File: config.mk
export PLATFORM = sky130hd
export DESIGN_NAME = conv_layer_sched
export DESIGN_NICKNAME = d
export VERILOG_FILES = /design/src/rtl/conv_layer_sched.sv
export SDC_FILE = /design/constraint.sdc
export NUM_CORES = 1
export LEC_CHECK = 0
export CORE_MARGIN = 3
export CORE_UTILIZATION = 55
export DETAILED_ROUTE_END_ITERATION = 8
export GPL_ROUTABILITY_DRIVEN = 0
export GPL_TIMING_DRIVEN = 0
export PLACE_DENSITY = 0.79
export SKIP_CTS_REPAIR_TIMING = 1
export SYNTH_ARGS = -nofsm -noshare
export SYNTH_HDL_FRONTEND = slang
export SYNTH_SLANG_ARGS = --single-unit
File: constraint.sdc
create_clock -name clk -period 4.8 [get_ports clk]
set_clock_uncertainty 0.1 [all_clocks]
set_input_delay 0.72 -clock clk [delete_from_list [all_inputs] [get_ports clk]]
set_output_delay 0.72 -clock clk [all_outputs]
set_load 0.01 [all_outputs]
File: src/rtl/conv_layer_sched.sv
// Sequencing controller for the two-layer convolution engine: 3x3 tap walk over a
// WxW image, layer-0 result writes, then a 2x2 max-pool pass into layer 1.
module conv_layer_sched #(
   parameter int unsigned W  = 64,
   parameter int unsigned AW = 12
) (
   input  logic          clk,
   input  logic          reset,
   input  logic          start,
   output logic          busy,
   output logic          done,
   output logic [AW-1:0] iaddr,
   output logic          tap_vld,
   input  logic          tap_rdy,
   output logic [3:0]    tap_idx,
   output logic          tap_pad,
   output logic          tap_last,
   input  logic          acc_done,
   output logic          cwr,
   output logic [AW-1:0] caddr_wr,
   output logic          crd,
   output logic [AW-1:0] caddr_rd,
   output logic [2:0]    csel,
   output logic          pool_vld,
   output logic          pool_first
);

   localparam int unsigned LW = $clog2(W);
   localparam int unsigned PN = 2 * LW;

   typedef enum logic [2:0] {
      IDLE, TAP, WAIT_ACC, WR0, POOL_RD, POOL_WT, WR1, DONE
   } state_t;

   state_t        state, state_n;
   // pix = {y,x} and pidx = {py,px}: raster order is a plain increment
   logic [PN-1:0] pix, pix_n;
   logic [PN-3:0] pidx, pidx_n;
   logic [3:0]    tap, tap_n;
   logic [1:0]    pc, pc_n;
   logic          rd_first, rd_first_n;

   logic          busy_n, done_n, tap_vld_n, tap_pad_n, tap_last_n;
   logic          cwr_n, crd_n, pool_vld_n, pool_first_n;
   logic [AW-1:0] iaddr_n, caddr_wr_n, caddr_rd_n;
   logic [3:0]    tap_idx_n;
   logic [2:0]    csel_n;

   logic [1:0]    ky, kx;
   logic [LW+1:0] ty, tx;
   logic          oob;

   always_ff @(posedge clk or posedge reset) begin
      if (reset) begin
         state      <= IDLE;
         pix        <= '0;
         pidx       <= '0;
         tap        <= '0;
         pc         <= '0;
         rd_first   <= 1'b0;
         busy       <= 1'b0;
         done       <= 1'b0;
         iaddr      <= '0;
         tap_vld    <= 1'b0;
         tap_idx    <= '0;
         tap_pad    <= 1'b0;
         tap_last   <= 1'b0;
         cwr        <= 1'b0;
         caddr_wr   <= '0;
         crd        <= 1'b0;
         caddr_rd   <= '0;
         csel       <= '0;
         pool_vld   <= 1'b0;
         pool_first <= 1'b0;
      end else begin
         state      <= state_n;
         pix        <= pix_n;
         pidx       <= pidx_n;
         tap        <= tap_n;
         pc         <= pc_n;
         rd_first   <= rd_first_n;
         busy       <= busy_n;
         done       <= done_n;
         iaddr      <= iaddr_n;
         tap_vld    <= tap_vld_n;
         tap_idx    <= tap_idx_n;
         tap_pad    <= tap_pad_n;
         tap_last   <= tap_last_n;
         cwr        <= cwr_n;
         caddr_wr   <= caddr_wr_n;
         crd        <= crd_n;
         caddr_rd   <= caddr_rd_n;
         csel       <= csel_n;
         pool_vld   <= pool_vld_n;
         pool_first <= pool_first_n;
      end
   end

   always_comb begin
      state_n = state;
      pix_n   = pix;
      pidx_n  = pidx;
      tap_n   = tap;
      pc_n    = pc;
      unique case (state)
         IDLE: begin
            if (start) begin
               state_n = TAP;
               pix_n   = '0;
               tap_n   = '0;
            end
         end
         TAP: begin
            if (tap_vld && tap_rdy) begin
               if (tap == 4'd8) state_n = WAIT_ACC;
               else             tap_n   = tap + 4'd1;
            end
         end
         WAIT_ACC: begin
            if (acc_done) state_n = WR0;
         end
         WR0: begin
            pix_n = pix + PN'(1);
            if (&pix) begin
               state_n = POOL_RD;
               pidx_n  = '0;
               pc_n    = '0;
            end else begin
               state_n = TAP;
               tap_n   = '0;
            end
         end
         POOL_RD: begin
            pc_n = pc + 2'd1;
            if (pc == 2'd3) state_n = POOL_WT;
         end
         POOL_WT: state_n = WR1;
         WR1: begin
            pidx_n = pidx + (PN-2)'(1);
            if (&pidx) begin
               state_n = DONE;
            end else begin
               state_n = POOL_RD;
               pc_n    = '0;
            end
         end
         DONE:    state_n = IDLE;
         default: state_n = IDLE;
      endcase
   end

   // tap offset (ky,kx) = (dy+1,dx+1)
   always_comb begin
      ky = 2'd0;
      kx = 2'd0;
      case (tap_n)
         4'd0: begin ky = 2'd0; kx = 2'd0; end
         4'd1: begin ky = 2'd0; kx = 2'd1; end
         4'd2: begin ky = 2'd0; kx = 2'd2; end
         4'd3: begin ky = 2'd1; kx = 2'd0; end
         4'd4: begin ky = 2'd1; kx = 2'd1; end
         4'd5: begin ky = 2'd1; kx = 2'd2; end
         4'd6: begin ky = 2'd2; kx = 2'd0; end
         4'd7: begin ky = 2'd2; kx = 2'd1; end
         default: begin ky = 2'd2; kx = 2'd2; end
      endcase
   end

   // Two's complement in LW+2 bits; the result spans -1..W, so the sign bit flags
   // -1 and bit LW flags W, and an out-of-range coordinate never aliases in range.
   always_comb begin
      ty  = {2'b00, pix_n[PN-1:LW]} + {{LW{1'b0}}, ky} - (LW+2)'(1);
      tx  = {2'b00, pix_n[LW-1:0]}  + {{LW{1'b0}}, kx} - (LW+2)'(1);
      oob = ty[LW+1] | ty[LW] | tx[LW+1] | tx[LW];
   end

   // Outputs are decoded from next-state values so they register alongside the state.
   always_comb begin
      busy_n       = (state_n != IDLE);
      done_n       = (state_n == DONE);
      tap_vld_n    = (state_n == TAP);
      tap_idx_n    = tap_vld_n ? tap_n : 4'd0;
      tap_pad_n    = tap_vld_n && oob;
      tap_last_n   = tap_vld_n && (tap_n == 4'd8);
      iaddr_n      = (tap_vld_n && !oob) ? AW'({ty[LW-1:0], tx[LW-1:0]}) : '0;
      cwr_n        = (state_n == WR0) || (state_n == WR1);
      caddr_wr_n   = '0;
      if (state_n == WR0)      caddr_wr_n = AW'(pix_n);
      else if (state_n == WR1) caddr_wr_n = AW'(pidx_n);
      crd_n        = (state_n == POOL_RD);
      caddr_rd_n   = crd_n ? AW'({pidx_n[PN-3:LW-1], pc_n[1], pidx_n[LW-2:0], pc_n[0]}) : '0;
      csel_n       = 3'b000;
      if (state_n == WR1)                             csel_n = 3'b011;
      else if (state_n == WR0 || state_n == POOL_RD)  csel_n = 3'b001;
      rd_first_n   = crd_n && (pc_n == 2'd0);
      pool_vld_n   = crd;
      pool_first_n = rd_first;
   end

endmodule

==> results of run 1 <==
flip-flops by register name, indices dropped and copies added (netlist names), 2 cells and up:
register / count
state: 3
caddr_rd: 12
pix: 12
tap_idx: 4
pc: 2
tap: 4
csel: 2
pidx: 10
iaddr: 12
caddr_wr: 12
Yosys cell counts (2+ instances only):
| master | instances |
|---|---|
| o21a_1 | 3 |
| nor4_1 | 3 |
| o31a_1 | 12 |
| nor2b_1 | 5 |
| o21ai_0 | 23 |
| nor2_1 | 41 |
| buf_2 | 3 |
| o31ai_1 | 2 |
| and3_1 | 9 |
| a21o_1 | 6 |
| o211ai_1 | 2 |
| xnor2_1 | 6 |
| nand2_1 | 28 |
| and3b_1 | 2 |
| mux2_2 | 2 |
| nor3_1 | 4 |
| o22ai_1 | 9 |
| a31oi_1 | 6 |
| nand2b_1 | 6 |
| ha_1 | 25 |
| clkbuf_1 | 13 |
| and4_1 | 2 |
| nand4_1 | 6 |
| a211oi_1 | 5 |
| nand3b_1 | 2 |
| o21bai_1 | 2 |
| and2_1 | 4 |
| a21oi_1 | 11 |
| nor3b_1 | 3 |
| nand3_1 | 13 |
| inv_1 | 40 |
| fa_1 | 2 |
| dfrtp_1 | 83 |
cells by family (layout without fill, tap and decap cells):
group           count (synthesis)  in the layout  share of synthesized area, %
compound gates                 93             93                         15.77
mux                             3              3                        0.7840
buf+inv                        59            130                         5.699
xor+xnor                        7              7                         1.478
other cells                     1              1                       0.09038
simple gates                  138            138                         17.61
flops                          83             83                         50.06
fa+ha+maj                      27             27                         8.504
per-layer routing:
layer  up-vias  routed length [microns]  share of wire, %  GRT usage [%]
met2       145                     4490                48          37.31
met1      1610                     3852                41          29.99
met3        30                      669               7.2          4.955
met5         -                        0                 0              0
met4         0                      321               3.4          10.87
li1       1557                        -                 -              -
worst max-delay path, cell delays in order:
cell             delay, ns
clkdlybuf4s50_1       0.52
nand2b_1              0.12
a21oi_2               0.18
o211ai_1              0.14
a32oi_2               0.31
inv_1                 0.15
ha_1                  0.20
mux2_2                0.25
nor2_1                0.09
ha_1                  0.15
inv_1                 0.07
ha_1                  0.28
a21o_1                0.19
o21ba_2               0.23
o31ai_1               0.26
xnor2_1               0.14
or4_4                 0.43
buf_6                 0.15
nor3_4                0.14
worst min path at each step:
stage / startpoint / endpoint / slack (ns) / depth (start not counted)
2_1_floorplan: pool_first_n / pool_first / 0.23 / 0
3_3_place_gp: pool_first_n / pool_first / 0.23 / 0
3_5_place_dp: pool_first_n / pool_first / 0.25 / 0
4_1_cts: pool_first_n / pool_first / 0.27 / 0
5_1_grt: pool_first_n / pool_first / 0.27 / 0
6_report: pool_first_n / pool_first / 0.26 / 0
metrics by stage:
stage | cell area [sq um] | util, % | cells | TNS (ns)
after floorplan | 4149 | - | 411 | 0
after global placement | 4823 | 66.15 | 565 | -0.7329
after detailed placement | 4853 | 66.56 | 566 | -2.682
after CTS | 5079 | 69.65 | 582 | 0
after global routing | 5110 | 70.08 | 581 | -0.004297
final | 5110 | 70.08 | 581 | 0
power by group through the flow:
stage / Clock (mW) / Sequential, mW / Combinational (mW)
after global routing: 0.604 / 0.884 / 1.46
after global placement: 0 / 0.874 / 1.19
after floorplan: 0 / 0.880 / 0.920
final: 0.558 / 0.871 / 1.29
after CTS: 0.570 / 0.864 / 1.27
after detailed placement: 0 / 0.878 / 1.26
area by class of cell:
cell class	instances	share of cell area, %
Tap cell	99	2.424
Buffer	17	1.543
Timing Repair Buffer	57	11.46
Clock inverter	5	1.641
Clock buffer	11	2.767
Sequential cell	83	40.67
Multi-Input combinational cell	269	36.51
Inverter	40	2.987
==> metrics.csv, run 1 <==
metric,value,unit
cts_tree,yes,
diodes,0,
grt_pass1_wl,15770,microns
p_seq_share,32.0,%
syn_inst,411,
hold_path_class,reg2reg,
finalHoldViolCount,0,
mostFrequentLayoutCells,"82 x dfrtp_1, 55 x clkdlybuf4s50_1, 41 x nor2_1, 39 x inv_1, 28 x nand2_1",
post-route-min-period,4.548,ns
clock-sinks,83,
viasPerCell,5.752,
switching_share,38.54,%
crit_start,start,
dieHeight,92.86,microns
ir_drop,491.5,uV
first_pass_iters,5,
drive_gt1_share,8.714,%
yosysSeqAreaShare,50.06,%
cp_max_fo,8,
post-dp-hpwl,6656,microns
antenna_found_initial,0,
ant_nets,0,
power.leakage,2.458,nW
outcome,completed,
crit_path_end_kind,flip-flop,
gr-total-overflow,0,
nets,509,
regArea,0.002078,sq mm
clkLatencyLatePin,0.35,ns
reg2regPathDepth,19,
power.density,532.3,mW/mm^2
grt_pass1_vias,3343,
holdWs,0.2602,ns
async_reset_ff_share,100.0,%
core_area,0.007292,sq mm
critPathCapture,iaddr[4],
synth_fp_nets,443,
netlist.area_leader.share,50.06,%
drt_iter0_drc,252,
switching_power,1.048,mW
yosysTopAreaCell,dfrtp_1,
grt_max_degree,58,
setup_viol,0,
slew_viol_final,0,
clockPowerShare,20.5,%
max-slew-margin-rel,63.58,%
fillCellCount,565,
pwr-share-comb,47.5,%
crit_arrival,4.73,ns
grt_use_total,23.21,%
cp.required,4.98,ns
rows,31,
cts.clk_slew.worst_paths,0.08,ns
syn_area_per_cell,10.09,sq um
vias,3342,
critPathLaunchType,primary input,
initial_utilization,56.90,%
p_int,1.672,mW
r2r-start,state[2],
fin_ws,0.2520,ns
multiInputGateArea,0.001866,sq mm
area_growth,23.16,%
r2r_slack,0.29,ns
tightest_slew,0.5463,ns
synth_warnings,0,
clock_path_buffers,2,
synth_cell_types,61,
wl_per_cell,16.06,microns
period_share,94.75,%
cts_root_buf,clkbuf_8,
die_w,92.86,microns
wl,9333,microns
fmax,219.9,MHz
die-area,0.008622,sq mm
post-place-ws,-0.2751,ns
netlist_top_cells_area,"dfrtp_1 50%, ha_1 7.5%, nor2_1 3.7%, inv_1 3.6%, o21ai_0 2.8%",
synth_edf_count,0,
io_pins,57,
ys.flop_type,dfrtp_1,
cts.htree.levels,3,
p_total,2.720,mW
layout.cells.most_common,dfrtp_1,
cts_inserted_buffers,9,
drc,0,
crit-reg2reg-capture,iaddr[4],
syn_area,0.004149,sq mm
synth_seq_cells,83,
criticalPathCategory,in2reg,
port_buffers,55,
drv_cap,0,
Note: power is estimated with default switching activity, not from simulation.
==> inputs of run 2 (changes only) <==
Settings changed: CTS_CLUSTER_SIZE set to 10.
==> results of run 2 <==
The final DEF is identical to that of run 1; final timing and power are the same.
==> inputs of run 3 (changes only) <==
Settings changed: CORE_MARGIN 3 to 5.
==> run 3 against run 2 <==
Net effect:
- sequential cell count is the same
- non-clock buffer count fell by 1
- sequential power about the same
- sequential share of layout area about the same
- fmax rose by 0.31%
- count of clock-buffer cells in the layout unchanged
- global-route usage decreased by 2.7 points
- critical path depth did not move
- critical path type unchanged
==> metrics.csv, run 3 (synthesized netlist as in run 1, its figures left out) <==
metric,value,unit,change
cts.htree.levels,3,,unchanged
fillCellCount,576,,was 565
port_buffers,55,,unchanged
fin_area,0.005115,sq mm,was 0.005110 sq mm
post-route-min-period,4.534,ns,was 4.548 ns
cts.clk_slew.worst_paths,0.08,ns,about the same
max-slew-margin-rel,61.77,%,was 63.58%
drv_cap,0,,unchanged
regArea,0.002078,sq mm,unchanged
diodes,0,,unchanged
die-area,0.009381,sq mm,was 0.008622 sq mm
viasPerCell,5.636,,was 5.752
wl_per_cell,16.07,microns,was 16.06 microns
multiInputGateArea,0.001867,sq mm,was 0.001866 sq mm
grt_pass1_wl,15810,microns,"was 15,770 microns"
vias,3269,,"was 3,342"
wl,9318,microns,was 9333 microns
crit_start,start,,unchanged
drc,0,,unchanged
crit_path_end_kind,flip-flop,,unchanged
ir_drop,429.1,uV,was 491.5 uV
gr-total-overflow,0,,unchanged
dieHeight,96.86,microns,was 92.86 microns
layout.cells.most_common,dfrtp_1,,unchanged
outcome,completed,,unchanged
criticalPathCategory,in2reg,,unchanged
cts_inserted_buffers,9,,unchanged
die_w,96.86,microns,was 92.86 microns
clkLatencyLatePin,0.36,ns,was 0.35 ns
min_from,pool_first_n,,unchanged
setup_viol,0,,unchanged
placed_cell_area,0.004853,sq mm,unchanged
post-place-ws,-0.1958,ns,was -0.2751 ns
finalHoldViolCount,0,,unchanged
area_growth,23.28,%,was 23.16%
slew_viol_final,0,,unchanged
hold_path_class,reg2reg,,unchanged
crit_arrival,4.72,ns,was 4.73 ns
r2r-start,state[2],,unchanged
cp_max_fo,8,,unchanged
grt_max_degree,52,,was 58
cts_tree,yes,,unchanged
drt_iter0_drc,250,,was 252
mostFrequentLayoutCells,"82 x dfrtp_1, 55 x clkdlybuf4s50_1, 41 x nor2_1, 39 x inv_1, 28 x nand2_1",,unchanged
critPathLaunchType,primary input,,unchanged
grt_use_total,20.54,%,was 23.21%
hold_end,pool_first,,unchanged
crit-reg2reg-capture,iaddr[4],,unchanged
reg2regPathDepth,18,,was 19
antenna_found_initial,0,,unchanged
cts_root_buf,clkbuf_8,,unchanged
fmax,220.6,MHz,was 219.9 MHz
tightest_slew,0.5682,ns,was 0.5463 ns
io_pins,57,,unchanged
first_pass_iters,5,,unchanged
nets,508,,was 509
clock_path_buffers,2,,unchanged
period_share,94.45,%,was 94.75%
cp.required,4.98,ns,about the same
core_area,0.007292,sq mm,unchanged
power.density,534.4,mW/mm^2,was 532.3 mW/mm^2
rsz0062_at_grt,no,,
clock-sinks,83,,unchanged
grt_pass1_vias,3249,,"was 3,343"
min_path_cells,0,,unchanged
rows,31,,unchanged
drive_gt1_share,8.732,%,was 8.714%
r2r_slack,0.29,ns,about the same
power.leakage,2.463,nW,was 2.458 nW
ant_nets,0,,unchanged
initial_utilization,56.90,%,unchanged
fin_ws,0.2662,ns,was 0.2520 ns
post-dp-hpwl,6751,microns,was 6656 microns
## run 3: where the power goes
part	internal, mW	switching (mW)
logic	0.572	0.711
registers	0.789	0.0823
clock network	0.323	0.256
## run 3: final cells by class
class	instances	area share (%)
plain buffers	17	1.541
clock buffers	11	2.960
clock inverters	5	1.663
inverters	40	2.984
multi-input cells	269	36.50
flip-flops and latches	83	40.63
well taps	99	2.422
repair buffers	56	11.30
## run 3: worst max-delay path, stage by stage
cell,delay (ns)
clkdlybuf4s50_1,0.51
nand2b_1,0.09
a21oi_1,0.21
o211ai_1,0.14
a32oi_2,0.30
inv_1,0.15
ha_1,0.20
mux2_2,0.25
nor2_1,0.10
ha_1,0.15
inv_1,0.07
ha_1,0.27
a21o_1,0.18
o21ba_2,0.23
o31ai_1,0.25
xnor2_1,0.13
or4_4,0.44
buf_6,0.16
nor3_4,0.15
## run 3: stage by stage
stage	utilization, %	hold slack [ns]	setup TNS (ns)	power, mW	instances
floorplan	-	0.2312	0	1.799	411
global placement	66.15	0.2328	-0.6208	2.057	565
detailed placement	66.56	0.2510	-1.543	2.123	566
CTS	69.80	0.2701	0	2.713	582
global route	70.14	0.2937	0	2.956	580
finish	70.14	0.2640	0	2.734	580
## run 3: layer usage
metal  routed length, microns  GRT usage [%]
met5                        0              0
met4                      129          5.940
met3                      491          4.676
met2                     4624          34.66
met1                     4072          26.44
## run 3: worst max path at each step
stage                    end  slack, ns  depth (start not counted)
finish              iaddr[4]       0.27                         19
floorplan           iaddr[4]       0.54                         19
global route        iaddr[4]       0.02                         19
CTS                 iaddr[4]       0.07                         19
global placement    iaddr[4]      -0.13                         19
detailed placement  iaddr[4]      -0.20                         19
